--- src/rtl/audio_pkg.sv ---
// Shared audio types and I2S framing constants.
package audio_pkg;

  typedef logic signed [15:0] sample_t;

  localparam int unsigned I2S_SLOT_BITS  = 16;
  localparam int unsigned I2S_FRAME_BITS = 32;
  localparam int unsigned SLOT_CNT_W     = $clog2(I2S_FRAME_BITS);

  typedef enum logic {
    CH_LEFT  = 1'b0,
    CH_RIGHT = 1'b1
  } channel_e;

  // Slot offset k within a channel carries word bit (16-k) mod 16, so the
  // MSB lands one BCLK after the LRCK edge and the LSB spills into the next slot.
  function automatic logic [3:0] tx_bit_index(input logic [SLOT_CNT_W-1:0] slot);
    logic [4:0] diff;
    diff = 5'd16 - {1'b0, slot[3:0]};
    return diff[3:0];
  endfunction

endpackage

--- src/rtl/sample_fifo.sv ---
// Sample FIFO with pointer-extension full/empty, synchronous flush.
module sample_fifo
  import audio_pkg::*;
#(
  parameter int unsigned DEPTH = 8
) (
  input  logic    Clk,
  input  logic    Reset,
  input  logic    flush,
  input  logic    push,
  input  logic    pop,
  input  sample_t din,
  output sample_t dout,
  output logic    full,
  output logic    empty
);

  localparam int unsigned AW = $clog2(DEPTH);

  sample_t        mem [DEPTH];
  logic    [AW:0] wr_ptr;
  logic    [AW:0] rd_ptr;
  logic           do_push;
  logic           do_pop;

  assign empty   = (wr_ptr == rd_ptr);
  assign full    = (wr_ptr[AW] != rd_ptr[AW]) && (wr_ptr[AW-1:0] == rd_ptr[AW-1:0]);
  assign do_pop  = pop && !empty;
  // A pop frees a slot in the same cycle, so a full FIFO can still take a push.
  assign do_push = push && (!full || do_pop);
  assign dout    = mem[rd_ptr[AW-1:0]];

  always_ff @(posedge Clk or posedge Reset) begin
    if (Reset) begin
      wr_ptr <= '0;
      rd_ptr <= '0;
    end else if (flush) begin
      wr_ptr <= '0;
      rd_ptr <= '0;
    end else begin
      if (do_push) wr_ptr <= wr_ptr + {{AW{1'b0}}, 1'b1};
      if (do_pop)  rd_ptr <= rd_ptr + {{AW{1'b0}}, 1'b1};
    end
  end

  always_ff @(posedge Clk) begin
    if (do_push) mem[wr_ptr[AW-1:0]] <= din;
  end

endmodule

--- src/rtl/i2s_tx.sv ---
// I2S mono transmitter: one FIFO word per frame, sent on both channels.
// Optional macro I2S_TX_UNDERFLOW_CNT_EN adds a saturating underflow_count output.
module i2s_tx
  import audio_pkg::*;
#(
  parameter int unsigned CLK_DIV    = 4,
  parameter int unsigned FIFO_DEPTH = 8
) (
  input  logic        Clk,
  input  logic        Reset,
  input  logic        Enable,
  input  sample_t     sample_in,
  input  logic        sample_valid,
  output logic        sample_ready,
  output logic        AUD_BCLK,
  output logic        AUD_DACLRCK,
  output logic        AUD_DACDAT,
  output logic        underflow
`ifdef I2S_TX_UNDERFLOW_CNT_EN
  ,
  output logic [15:0] underflow_count
`endif
);

  localparam logic [7:0] DIV_LAST = 8'(CLK_DIV - 1);

  logic [7:0]            div_cnt;
  logic [SLOT_CNT_W-1:0] slot;
  logic [SLOT_CNT_W-1:0] slot_next;
  channel_e              ch_next;
  sample_t               cur_word;
  sample_t               fifo_dout;
  logic                  fifo_full;
  logic                  fifo_empty;
  logic                  fifo_push;
  logic                  fifo_pop;
  logic                  bclk_tick;
  logic                  bclk_fall;
  logic                  frame_start;
  logic                  uf_next;

  always_comb begin
    bclk_tick   = (div_cnt == DIV_LAST);
    bclk_fall   = bclk_tick && AUD_BCLK;
    slot_next   = slot + SLOT_CNT_W'(1);
    ch_next     = slot_next[SLOT_CNT_W-1] ? CH_RIGHT : CH_LEFT;
    frame_start = bclk_fall && (slot == '1);
    uf_next     = frame_start && Enable && fifo_empty;
  end

  assign sample_ready = Enable && !fifo_full;
  assign fifo_push    = sample_valid && sample_ready;
  assign fifo_pop     = frame_start && Enable && !fifo_empty;

  sample_fifo #(
    .DEPTH (FIFO_DEPTH)
  ) u_fifo (
    .Clk   (Clk),
    .Reset (Reset),
    .flush (!Enable),
    .push  (fifo_push),
    .pop   (fifo_pop),
    .din   (sample_in),
    .dout  (fifo_dout),
    .full  (fifo_full),
    .empty (fifo_empty)
  );

  always_ff @(posedge Clk or posedge Reset) begin
    if (Reset) begin
      div_cnt     <= '0;
      AUD_BCLK    <= 1'b0;
      slot        <= '1;
      AUD_DACLRCK <= 1'b1;
      AUD_DACDAT  <= 1'b0;
      underflow   <= 1'b0;
      cur_word    <= '0;
    end else begin
      underflow <= uf_next;
      if (bclk_tick) begin
        div_cnt  <= '0;
        AUD_BCLK <= !AUD_BCLK;
      end else begin
        div_cnt <= div_cnt + 8'd1;
      end
      // At a frame start this still reads the previous word, which supplies
      // the right-channel LSB in slot 0 before the new word is loaded.
      if (bclk_fall) begin
        slot        <= slot_next;
        AUD_DACLRCK <= ch_next;
        AUD_DACDAT  <= Enable && cur_word[tx_bit_index(slot_next)];
      end
      if (!Enable) begin
        cur_word <= '0;
      end else if (frame_start) begin
        cur_word <= fifo_empty ? '0 : fifo_dout;
      end
    end
  end

`ifdef I2S_TX_UNDERFLOW_CNT_EN
  always_ff @(posedge Clk or posedge Reset) begin
    if (Reset) begin
      underflow_count <= '0;
    end else if (uf_next && (underflow_count != '1)) begin
      underflow_count <= underflow_count + 16'd1;
    end
  end
`endif

endmodule

--- config.mk ---
export PLATFORM = sky130hd
export DESIGN_NAME = i2s_tx
export DESIGN_NICKNAME = d
export VERILOG_FILES = /design/src/rtl/audio_pkg.sv /design/src/rtl/sample_fifo.sv /design/src/rtl/i2s_tx.sv
export SDC_FILE = /design/constraint.sdc
export NUM_CORES = 1
export LEC_CHECK = 0
export CAP_MARGIN = 20
export CORE_MARGIN = 1
export CORE_UTILIZATION = 61
export CTS_CLUSTER_DIAMETER = 40
export DETAILED_ROUTE_END_ITERATION = 10
export HOLD_SLACK_MARGIN = 0.03
export PLACE_DENSITY = 0.8
export SLEW_MARGIN = 20
export SYNTH_ARGS = -nofsm -noshare
export SYNTH_HDL_FRONTEND = slang
export SYNTH_SLANG_ARGS = --single-unit
--- constraint.sdc ---
create_clock -name Clk -period 3.1 [get_ports Clk]
set_clock_uncertainty 0.05 [all_clocks]
set_input_delay 0.93 -clock Clk [delete_from_list [all_inputs] [get_ports Clk]]
set_output_delay 0.93 -clock Clk [all_outputs]
set_load 0.03 [all_outputs]
==> flow_metrics.tcl <==
set metrics [dict create \
    status "completed" \
    pre_cts_slack_ps 290 \
    postLayoutSetupSlackWorst_ps 280 \
    powerDensity_nw_per_um2 566 \
    gr-usage-all-layers 0.245 \
    clockRootBuffer "clkbuf_16" \
    max-clock-path-buffers 2 \
    grt_pass1_vias 3632 \
    hp-start "AUD_DACLRCK$_DFFE_PP1P_" \
    cts_buffers 17 \
    pin_count 25 \
    synth_ff_type "edfxtp_1" \
    post_synth_most_frequent_cells "128 x edfxtp_1, 36 x mux4_2, 35 x dfrtp_1, 35 x nand2_1" \
    initialDrtViolationCount 395 \
    grtUsageMet3 0.0681 \
    ff2ff_path_depth 6 \
    dieArea_um2 11900 \
    cts_htree_levels 4 \
    antenna_cells 0 \
    rsz0062_at_grt "false" \
    core_um2 11000 \
    drt-total-wl_um 12900 \
    cap_violations 0 \
    drc 0 \
    routed_via_density 5.99 \
    grt_antenna_before_repair 0 \
    grt_remaining_overflow 0 \
    end_kind "output pin" \
    clock_sinks 168 \
    whs_ps 425 \
    clk_pin_slew_ps 60 \
    synth_top_area_cell "edfxtp_1" \
    setup-violations-final 0 \
    io_buffers 24 \
    synth_cell_type_count 44 \
    ys_seq_elements 168 \
    max_slew_margin 0.550 \
    synth_area_leaders "edfxtp_1 55%, dfrtp_1 12%, mux4_2 12%" \
    synth_edf_count 128 \
    finalCritPeriodShare 0.910 \
    yosysSeqAreaShare 0.692 \
    ys_async_sr_fraction 0.238 \
    syn_to_final_growth_pct 13.4 \
    grt_pass1_wl_um 19800 \
    vias 3528 \
    fp-row-count 38 \
    p_total_mw 4.50 \
    holdPathStages 2 \
    postCtsResizedCells 0 \
    drive_above_1_share 0.236 \
    syn_avg_cell_area_um2 17.6 \
    tightest_slew_ps 676 \
    netlist.area_leader.share 0.548 \
    start_kind "register" \
    yosysMostFrequentCell "edfxtp_1" \
    die-height_um 109 \
    grt_max_degree 41 \
    die_x_um 109 \
    post_cts_buffers 0 \
    cts_tree "done" \
    wl_per_cell_um 21.8 \
    hold_class "register to register" \
    vdd_ir_drop_max_mv 0.520 \
    clock_latency_ps 420 \
    yosysWarnings 0 \
    synth_cells 398 \
    grtUsageMet2 0.410 \
    grt_use_met1 0.302 \
    finalMaxSlewViolations 0 \
    fin_tns_setup_ps 0 \
    gp_congestion 0.742 \
    busiest_layer "met2" \
    r2r_start "slot[0]$_DFFE_PP1P_" \
    cp.required_ps 2120 \
    ant_nets 0 \
    final_hold_viol_count 0 \
    dr.pass1.iters 7 \
    crit_fanout 8 \
    clock.fmax_ghz 0.355 \
    p_leak_nw 2.80 \
    cp.arrival_ps 1840 \
    critical_path_class "register to output pin" \
    synth_area_um2 7010 \
    dpl.hpwl_um 8390 \
    min_period_ps 2820 \
    cts-hold-fix-buffers 0 \
    synth_fp_nets 424 \
    startpoint "u_fifo.wr_ptr[2]$_DFFE_PP0P_" \
    start_util 0.636 \
    fin_nets 464 \
]
==> critical path, stage by stage (launching register included) <==
cell	delay, ps
dfrtp_1	510
xor2_2	230
o41a_1	490
buf_4	190
==> worst paths after layout <==
check | endpoint | slack (ps)
setup reg to reg | AUD_DACDAT$_DFFE_PP0P_ | 620
max in group asynchronous | u_fifo.rd_ptr[0]$_DFFE_PP0P_ | 1760
hold reg to reg | AUD_DACLRCK$_DFFE_PP1P_ | 420
hold / removal | AUD_DACLRCK$_DFFE_PP1P_ | 420
setup / recovery | sample_ready | 280
min in group asynchronous | div_cnt[5]$_DFF_PP0_ | 880
==> area by class of cell <==
cell class / instances / area, um^2
repair buffers: 43 / 380
well taps: 140 / 175
flip-flops and latches: 168 / 4850
clock inverters: 10 / 82.6
fillers: 682 / 3080
clock buffers: 20 / 437
inverters: 3 / 11.3
multi-input cells: 205 / 2020
==> layer usage <==
metal / vias to the layer above / part of all wire
met4: 0 / 0.021
met3: 20 / 0.046
met5: - / 0
met1: 1824 / 0.40
met2: 89 / 0.53
li1: 1595 / -
==> per-stage QoR <==
stage,instance area [um^2],util,std cells
6_report,7950,0.721,589
5_1_grt,7950,0.721,589
4_1_cts,7950,0.721,589
3_5_place_dp,7430,0.674,559
3_3_place_gp,7430,0.674,559
2_1_floorplan,7020,-,398
==> where the power goes <==
group / internal (mW) / total, mW / switching [mW]
registers: 2.46 / 2.47 / 0.0141
logic: 0.0532 / 0.139 / 0.0853
clock network: 1.08 / 1.89 / 0.806
==> cells by family (layout without fill, tap and decap cells) <==
group	count (synthesis)	count (layout)	synth area share
AO/OA/AOI/OAI	28	28	0.0305
XOR/XNOR	20	20	0.0271
adder cells (fa/ha/maj)	6	6	0.0107
buffers and inverters	25	76	0.0223
flip-flops	168	168	0.692
multiplexers	55	55	0.143
AND/OR/NAND/NOR	96	96	0.0749
==> sequential cells by signal (all words and copies together) (netlist names) <==
register / cells
u_fifo.rd_ptr: 4
AUD_DACLRCK: 1
underflow: 1
div_cnt: 8
AUD_BCLK: 1
u_fifo.mem: 128
slot: 4
cur_word: 16
u_fifo.wr_ptr: 4
AUD_DACDAT: 1
==> cell usage in the layout, fill, tap and decap left out, drive strengths merged, types with 2 or more instances in the layout <==
| master | count |
|---|---|
| a2111oi | 2 |
| a211oi | 2 |
| and2 | 21 |
| and3 | 4 |
| buf | 20 |
| clkbuf | 20 |
| clkdlybuf4s50 | 23 |
| clkinv | 6 |
| clkinvlp | 3 |
| dfrtp | 35 |
| dfstp | 5 |
| edfxtp | 128 |
| ha | 6 |
| inv | 3 |
| mux2i | 19 |
| mux4 | 36 |
| nand2 | 35 |
| nand2b | 3 |
| nand3 | 6 |
| nand4 | 2 |
| nor2 | 9 |
| nor2b | 5 |
| nor3 | 3 |
| nor3b | 2 |
| o21ai | 19 |
| or2 | 3 |
| xnor2 | 11 |
| xor2 | 9 |
Power figures use the tool's default switching activity.
